[src/rtl/count_bcd_conv_if.sv]
// Valid/ready bundle between the counter source, the BCD converter and the display stage.
// The converter takes the slave modport; the producer/consumer side takes master.
interface count_bcd_conv_if #(
    parameter int WIDTH  = 8,
    parameter int DIGITS = 3
) ();
    logic [WIDTH-1:0]    din;
    logic                din_valid;
    logic                in_ready;
    logic [4*DIGITS-1:0] bcd;
    logic                out_valid;
    logic                out_ready;
    logic                busy;

    modport slave (
        input  din, din_valid, out_ready,
        output in_ready, bcd, out_valid, busy
    );

    modport master (
        output din, din_valid, out_ready,
        input  in_ready, bcd, out_valid, busy
    );
endinterface

[src/rtl/count_bcd_conv.sv]
// Iterative binary-to-BCD converter (double dabble, one bit per clock) with valid/ready on both sides.
// Optional macro COUNT_BCD_SKIP_DUP_EN: drop a sample equal to the last converted one.
module count_bcd_conv #(
    parameter int WIDTH  = 8,
    parameter int DIGITS = 3
) (
    input  logic            clk,
    input  logic            rst,
    count_bcd_conv_if.slave bus
);
    localparam int BCD_W = 4 * DIGITS;
    localparam int CNT_W = $clog2(WIDTH + 1);
    localparam longint unsigned MAX_IN = (64'd1 << WIDTH) - 64'd1;

    function automatic longint unsigned pow10(input int n);
        longint unsigned p = 64'd1;
        for (int i = 0; i < n; i++) p = p * 64'd10;
        return p;
    endfunction

    if (pow10(DIGITS) <= MAX_IN) begin : g_digits_check
        $error("count_bcd_conv: DIGITS too small for WIDTH");
    end

    typedef enum logic [1:0] {IDLE, SHIFT, HOLD} state_e;

    state_e           state_q, state_d;
    logic [WIDTH-1:0] shreg_q, shreg_d;
    logic [BCD_W-1:0] scratch_q, scratch_d;
    logic [BCD_W-1:0] bcd_q, bcd_d;
    logic [CNT_W-1:0] cnt_q, cnt_d;
    logic             out_valid_q, out_valid_d;
    logic             busy_q, busy_d;
    logic [BCD_W-1:0] adj;
    logic             skip;

`ifdef COUNT_BCD_SKIP_DUP_EN
    logic [WIDTH-1:0] last_val_q, last_val_d;
    logic             last_ok_q, last_ok_d;
`endif

    always_comb begin
        // NOTE: every signal assigned here gets a default first, so no path leaves it unassigned and no latch is inferred.
        state_d     = state_q;
        shreg_d     = shreg_q;
        scratch_d   = scratch_q;
        bcd_d       = bcd_q;
        cnt_d       = cnt_q;
        out_valid_d = out_valid_q;
        busy_d      = busy_q;
        adj         = scratch_q;
        skip        = 1'b0;
`ifdef COUNT_BCD_SKIP_DUP_EN
        last_val_d  = last_val_q;
        last_ok_d   = last_ok_q;
        skip        = last_ok_q && (bus.din == last_val_q);
`endif

        for (int i = 0; i < DIGITS; i++) begin
            if (scratch_q[4*i +: 4] >= 4'd5) adj[4*i +: 4] = scratch_q[4*i +: 4] + 4'd3;
        end

        case (state_q)
            IDLE: begin
                if (bus.din_valid && !skip) begin
                    shreg_d   = bus.din;
                    scratch_d = '0;
                    cnt_d     = CNT_W'(WIDTH);
                    busy_d    = 1'b1;
                    state_d   = SHIFT;
`ifdef COUNT_BCD_SKIP_DUP_EN
                    last_val_d = bus.din;
                    last_ok_d  = 1'b1;
`endif
                end
            end
            SHIFT: begin
                {scratch_d, shreg_d} = {adj, shreg_q} << 1;
                cnt_d = cnt_q - CNT_W'(1);
                if (cnt_q == CNT_W'(1)) begin
                    // NOTE: blocking assignments here, so bcd_d sees the scratch value just shifted in this cycle.
                    bcd_d       = scratch_d;
                    out_valid_d = 1'b1;
                    busy_d      = 1'b0;
                    state_d     = HOLD;
                end
            end
            HOLD: begin
                if (bus.out_ready) begin
                    out_valid_d = 1'b0;
                    state_d     = IDLE;
                end
            end
            default: state_d = IDLE;
        endcase
    end

    always_ff @(posedge clk) begin
        // NOTE: the datapath is small, so every register including bcd is reset; partial results never leak out.
        if (rst) begin
            state_q     <= IDLE;
            shreg_q     <= '0;
            scratch_q   <= '0;
            bcd_q       <= '0;
            cnt_q       <= '0;
            out_valid_q <= 1'b0;
            busy_q      <= 1'b0;
`ifdef COUNT_BCD_SKIP_DUP_EN
            last_val_q  <= '0;
            last_ok_q   <= 1'b0;
`endif
        end else begin
            state_q     <= state_d;
            shreg_q     <= shreg_d;
            scratch_q   <= scratch_d;
            bcd_q       <= bcd_d;
            cnt_q       <= cnt_d;
            out_valid_q <= out_valid_d;
            busy_q      <= busy_d;
`ifdef COUNT_BCD_SKIP_DUP_EN
            last_val_q  <= last_val_d;
            last_ok_q   <= last_ok_d;
`endif
        end
    end

    // in_ready follows rst directly so nothing is offered as accepted while reset is held.
    assign bus.in_ready  = (state_q == IDLE) && !rst;
    assign bus.bcd       = bcd_q;
    assign bus.out_valid = out_valid_q;
    assign bus.busy      = busy_q;
endmodule

[src/flat_wrapper.sv]
// flat-port wrapper written by rule: the top's interface ports become plain ports
module count_bcd_conv_flat 
#(
    parameter int WIDTH  = 8,
    parameter int DIGITS = 3
)
  (clk, rst, bus_din, bus_din_valid, bus_out_ready, bus_in_ready, bus_bcd, bus_out_valid, bus_busy);
  count_bcd_conv_if #(.WIDTH(WIDTH), .DIGITS(DIGITS)) bus_i ();
  input  logic clk;
  input  logic rst;
  input wire logic [$bits(bus_i.din)-1:0] bus_din;
  input wire logic [$bits(bus_i.din_valid)-1:0] bus_din_valid;
  input wire logic [$bits(bus_i.out_ready)-1:0] bus_out_ready;
  output wire logic [$bits(bus_i.in_ready)-1:0] bus_in_ready;
  output wire logic [$bits(bus_i.bcd)-1:0] bus_bcd;
  output wire logic [$bits(bus_i.out_valid)-1:0] bus_out_valid;
  output wire logic [$bits(bus_i.busy)-1:0] bus_busy;
  assign bus_i.din = bus_din;
  assign bus_i.din_valid = bus_din_valid;
  assign bus_i.out_ready = bus_out_ready;
  assign bus_in_ready = bus_i.in_ready;
  assign bus_bcd = bus_i.bcd;
  assign bus_out_valid = bus_i.out_valid;
  assign bus_busy = bus_i.busy;
  count_bcd_conv #(.WIDTH(WIDTH), .DIGITS(DIGITS)) u_core (.clk(clk), .rst(rst), .bus(bus_i));
endmodule
[config.mk]
export PLATFORM = sky130hd
export DESIGN_NAME = count_bcd_conv_flat
export DESIGN_NICKNAME = d
export VERILOG_FILES = /design/src/rtl/count_bcd_conv_if.sv /design/src/rtl/count_bcd_conv.sv /design/src/flat_wrapper.sv
export SDC_FILE = /design/constraint.sdc
export NUM_CORES = 1
export LEC_CHECK = 0
export BUFFER_PORTS_ARGS = -buffer_cell sky130_fd_sc_hd__buf_2
export CAP_MARGIN = 20
export CORE_ASPECT_RATIO = 0.8
export CORE_MARGIN = 2
export CORE_UTILIZATION = 56
export CTS_CLUSTER_DIAMETER = 100
export DETAILED_ROUTE_END_ITERATION = 8
export PLACE_DENSITY_LB_ADDON = 0.12
export SLEW_MARGIN = 40
export SYNTH_ARGS = -nofsm -noshare
export SYNTH_HDL_FRONTEND = slang
export SYNTH_SLANG_ARGS = --single-unit
[constraint.sdc]
create_clock -name clk -period 1.8 [get_ports clk]
set_input_delay 0.27 -clock clk [delete_from_list [all_inputs] [get_ports clk]]
set_output_delay 0.27 -clock clk [all_outputs]
set_load 0.01 [all_outputs]
[Word level (Yosys, flattened, before mapping)]
Index checks and enable logic that the tools add are counted.
Cells by class
  order comparisons: 3
  div/mod/pow operators: 0
  $mul: 0
  bitwise operators: 0
  eq/ne operators: 6
  add/sub/neg operators: 4
  shift operators: 0
  mux-type cells: 19
  reductions and logical operators: 10
Operator list (number)
  12-bit case mux with 2 select lines: 1
  8-bit case mux with 2 select lines: 1
  4-bit by 3-bit greater-or-equal comparator with 1-bit output (second input constant): 3
  12-bit two-way mux: 1
  4-bit two-way mux: 3
  3-bit AND reduction: 3
  4-bit by 2-bit adder with 4-bit output (second input constant): 2
  8-bit two-way mux: 1
  4-bit case mux with 2 select lines: 1
  2-bit two-way mux: 3
  2-bit case mux with 3 select lines: 1
  4-bit by 1-bit equality test with 1-bit output (second input constant): 1
  1-bit two-way mux: 4
  2-bit inequality test (second input constant): 2
  1-bit case mux with 2 select lines: 2
  2-bit AND reduction: 2
  2-bit nonzero test: 2
  4-bit by 1-bit subtractor with 4-bit output (second input constant): 1
  3-bit by 2-bit adder with 3-bit output (second input constant): 1
  3-bit two-way mux: 1
  2-bit by 1-bit equality test with 1-bit output (second input constant): 1
  2-bit equality test (second input constant): 1
  2-bit zero test: 1
  2-bit by 1-bit inequality test with 1-bit output (second input constant): 1
  other kinds (2): 2
Word-level totals
  latch bits: 0
  bits in read-only memories: 0
  RAM bits: 0
  flip-flop bits (word level): 40
  bits of input ports: 12
  memories kept: 0

[Depth between registers and ports, before layout]
  depth in word-level cells: 3
  gate-level depth with buffers: 7
  mapped depth without buffers: 6

[Least setup slack after synthesis]
Ideal clock, no wire load.
  kind: reg-to-reg
  start point: register u_core.scratch_q[4]
  end point: register u_core.bcd_q[6], in the netlist u_core.bus.bcd[6]
  path slack: 0.362 ns
  arrival: 1.363 ns
  buffers on the path: 0
  required time: 1.725 ns
  cell stages (with the launch flop): 7
  clock period less this slack: 1.438 ns
  cells stage by stage: dfxtp_1 > inv_1 > ha_1 > nand2b_1 > a21oi_1 > mux2_2 > o21ai_0
On the way
  longest elaborated chain between the ends: 2
Ends and longest elaborated chain
  from (decl): line count_bcd_conv.sv:29  | logic [BCD_W-1:0] scratch_q, scratch_d;
  from (signal assigned): line count_bcd_conv.sv:115  | scratch_q <= scratch_d;
  4-bit by 2-bit adder with 4-bit output / 4-bit by 3-bit greater-or-equal comparator with 1-bit output (equally long branches): line count_bcd_conv.sv:60  | if (scratch_q[4*i +: 4] >= 4'd5) adj[4*i +: 4] = scratch_q[4*i +: 4] + 4'd3;
  4-bit two-way mux *: line count_bcd_conv.sv:60
  to (signal assigned): line count_bcd_conv.sv:104  | bcd_q <= '0;
  to (signal assigned): line count_bcd_conv.sv:116  | bcd_q <= bcd_d;
  to (decl): line count_bcd_conv.sv:30  | logic [BCD_W-1:0] bcd_q, bcd_d;
Mark *: on every way between the ends. The rest lies on a longest branch, timed or not.
A chain may end at the register's enable or synchronous reset.

[Worst setup path in the final report]
  start point: register u_core.scratch_q[8]
  end point: register u_core.scratch_q[10]
On the way
  longest elaborated chain between the ends: 3
Ends and longest elaborated chain
  4-bit by 3-bit greater-or-equal comparator with 1-bit output / 3-bit by 2-bit adder with 3-bit output (equally long branches): line count_bcd_conv.sv:60
  3-bit two-way mux *: line count_bcd_conv.sv:60
  12-bit case mux with 2 select lines *: line count_bcd_conv.sv:63  | case (state_q)
Marked as above.

==> reports/results.tsv <==
stage	metric	value	unit
timing	clk_skew	0.00190	ns
setup_path	Worst path max stage delay	0.39	ns
placement	I/O Buffers	26	
clocking	CTS Root Cell	clkbuf_8	
clocking	CTS tree	built	
drt	antenna-violating nets left	0	
pwr	Sw Share	24.7	%
timing	setup TNS	0	ns
setup_path	CP endpoint kind	flop	
synth	Seq/Total Area, Yosys	43.2	%
timing	max-slew violation count	0	
clocking	TritonCTS buffer count	5	
floorplanning	Std-Cell Rows	18	
layout	Storage cell area	801	um2
pwr	Clk pwr share	34.2	%
drt	post-DR vias/cell	5.74	
pwr	pwr/cell area	831	nW/um2
timing	final hold vios	0	
global_route	first-pass GRT wire length	6.85	mm
pwr	sequential power share	54.0	%
synth	synth unique cells	35	
timing	final worst setup slack	0.123	ns
drt	DR pass1 iterations	4	
synth	Yosys warnings	0	
global_route	antenna violations before repair	0	
synth	Area contributors post-synth	dfxtp_1 43%, a21oi_1 6.5%, ha_1 5.4%	
timing	Final period util	93.1	%
synth	synthesized area	1860	um2
global_route	GRT Util Overall	23.7	%
setup_path	WP data required	2.01	ns
drt	Top Layer Used	met4	
global_route	GRT overflow	0	
timing	hold slack	0.272	ns
clocking	clk sinks	40	
clocking	Post-CTS Hold Fix Bufs	0	
clocking	Worst-path clk slew	0.07	ns
drt	DRT iter0 DRCs	98	
clocking	CTS max path bufs	2	
pwr	Static Leak	0.831	nW
synth	Synth area leader	dfxtp_1	
layout	P&R area growth vs syn	14.0	%
placement	Place WS	0.195	ns
hold_path	Hold Crit Start	bus_out_ready	
pwr	Cell Int Power	0.00132	W
floorplanning	die area	3790	um2
layout	filler cell count	263	
synth	Synthesized Nets	233	
floorplanning	Horiz. Die Dim	68.4	um
floorplanning	Ports	27	
drt	wire per inst	14.1	um
layout	final net count	260	
timing	RSZ-0062 raised after global routing	no	
placement	gpl congestion	0.897	
timing	Peak Freq	596	MHz
drt	M1 WL	1.83	mm
run_status	outcome	finished, final reports clean	
setup_path	crit path max fanout	5	
timing	Worst Tran Pin Value	0.531	ns
setup_path	Crit. Startpoint	u_core.scratch_q[8]	
drt	routed length on met3	199	um
timing	worst rel slew slack	64.6	%
drt	# DRC	0	
floorplanning	Core Footprint	3130	um2
timing	min cycle time layout	1.68	ns
setup_path	CP delay by family, top	compound AO/OA/AOI/OAI gates	
floorplanning	die height	55.5	um
synth	post-synthesis cell count	213	
drt	Detail Route met2 WL	1.85	mm
pwr	VDD IR max	572	uV
clocking	clk_lat worst skew	0.29	ns
clocking	# Post-CTS Setup Buffers	0	
synth	top cell type's share of synthesized area	43.2	%
pwr	combinational share of power	11.8	%
setup_path	crit-path cells	inv_1, ha_1, nand2b_1, a21oi_1, mux2_2, o21ai_0	
clocking	post-cts sizing count	0	
placement	hpwl dp	2.81	mm
drt	final wirelength	3.95	mm
layout	share of layout cells above drive strength 1	22.8	%
drt	Vias	1613	
setup_path	CP bufs+invs	1	
global_route	largest net degree at the start of global routing	18	
pwr	total power	0.00176	W
layout	antenna cells	0	
layout	multi-input logic area	962	um2
pwr	Psw	0.000435	W
synth	Yosys reg bits	40	
setup_path	slowest CP cell	mux2_2	
synth	syn avg cell area	8.71	um2
setup_path	Startpoint Class	flop	
setup_path	r2r startpoint	u_core.scratch_q[8]	
setup_path	CP Class	flop to flop	
floorplanning	Initial Util	59.3	%
clocking	H-tree Lvls	2	
hold_path	HP Class	input port to flop	
timing	Final setup viols	0	
global_route	number of global-route vias before repair	1521	
job	MaxCap Viol Count	0	
setup_path	worst path arrival time	1.89	ns
cell usage in the layout (no fill, tap or decap), types with 2 or more instances in the layout:
| master | n |
|---|---|
| o221a_2 | 7 |
| a22o_1 | 2 |
| ha_1 | 8 |
| mux2_2 | 4 |
| nand2_1 | 13 |
| a21oi_1 | 24 |
| nor3_1 | 5 |
| nor2_1 | 20 |
| dfxtp_1 | 40 |
| buf_2 | 26 |
| o21ai_1 | 4 |
| nand3_1 | 6 |
| nor3b_1 | 7 |
| buf_4 | 6 |
| clkbuf_8 | 6 |
| clkbuf_1 | 2 |
| o32ai_1 | 4 |
| a22oi_1 | 2 |
| nand2b_1 | 3 |
| xnor2_1 | 3 |
| inv_1 | 10 |
| nor2b_1 | 9 |
| o21ai_0 | 17 |
flip-flops by register name (all words and copies together) (netlist names):
| name | cells |
|---|---|
| u_core.bus.bcd | 12 |
| u_core.bus.busy | 1 |
| u_core.bus.out_valid | 1 |
| u_core.cnt_q | 4 |
| u_core.scratch_q | 12 |
| u_core.shreg_q | 8 |
| u_core.state_q | 2 |
power by group through the flow:
| stage | logic, W | registers (W) | clock network [W] |
|---|---|---|---|
| after CTS | 0.000208 | 0.000949 | 0.000617 |
| after detailed placement | 0.000207 | 0.000969 | 0 |
| after global routing | 0.000237 | 0.000954 | 0.000654 |
| after global placement | 0.000201 | 0.000967 | 0 |
| final | 0.000207 | 0.000949 | 0.000602 |
| after floorplan | 0.000154 | 0.000962 | 0 |
synthesized netlist by cell type:
cell	instances
ha_1	8
a21oi_1	24
a2111oi_0	1
nand2_1	13
nand3b_1	1
a21oi_2	1
nor3b_2	1
a22o_1	2
or3b_2	1
buf_2	8
a211oi_1	1
nand2_2	1
xnor2_1	3
nand2b_1	3
nor3b_1	7
nor2b_1	9
nor3_1	5
o21ai_0	17
a2bb2oi_1	1
a22oi_1	2
nand3_1	6
o32ai_1	4
or2_1	1
a32o_1	1
o21ai_1	4
mux2_2	4
nor2_1	20
nand2b_4	1
clkbuf_1	1
o21bai_1	1
dfxtp_1	40
buf_1	3
nor2_2	1
o221a_2	7
inv_1	10
worst min-delay path, cell delays in order:
cell and delay (ns):
buf_2 0.09, nand2_1 0.05, nand2_1 0.06, a21oi_1 0.05
worst paths after layout:
kind,to,slack [ns],cells past startpoint
worst max-delay path,u_core.scratch_q[10],0.12,6
worst min-delay path,u_core.bus.out_valid,0.27,4
worst max register to register,u_core.scratch_q[10],0.12,6
worst min register to register,u_core.bus.bcd[1],0.44,2
per-stage QoR:
stage / cells / instance area (um2) / utilization, %
floorplan: 213 / 1860 / -
finish: 281 / 2120 / 67.6
CTS: 281 / 2120 / 67.6
global route: 281 / 2120 / 67.6
global placement: 273 / 2030 / 64.7
detailed placement: 273 / 2030 / 64.7
cells by family after synthesis:
kind of cell             synth area share, %
AO/OA/AOI/OAI                           22.8
adder cells (fa/ha/maj)                 5.39
AND/OR/NAND/NOR                         19.8
XOR/XNOR                                1.42
multiplexers                            2.43
flip-flops                              43.2
buffers and inverters                   4.99
area by class of cell:
cell class	count	area share, %
clock buffer	8	4.26
tap	40	2.37
timing repair buffer	32	8.28
multi-input combinational	151	45.5
sequential	40	37.8
inverter	10	1.77
metal layers:
layer / GRT usage, % / vias to the layer above
li1: - / 804
met1: 31.7 / 754
met2: 35.4 / 44
met3: 6.11 / 11
met4: 10.9 / 0
met5: 0 / -
Note: power is estimated with default switching activity, not from simulation.
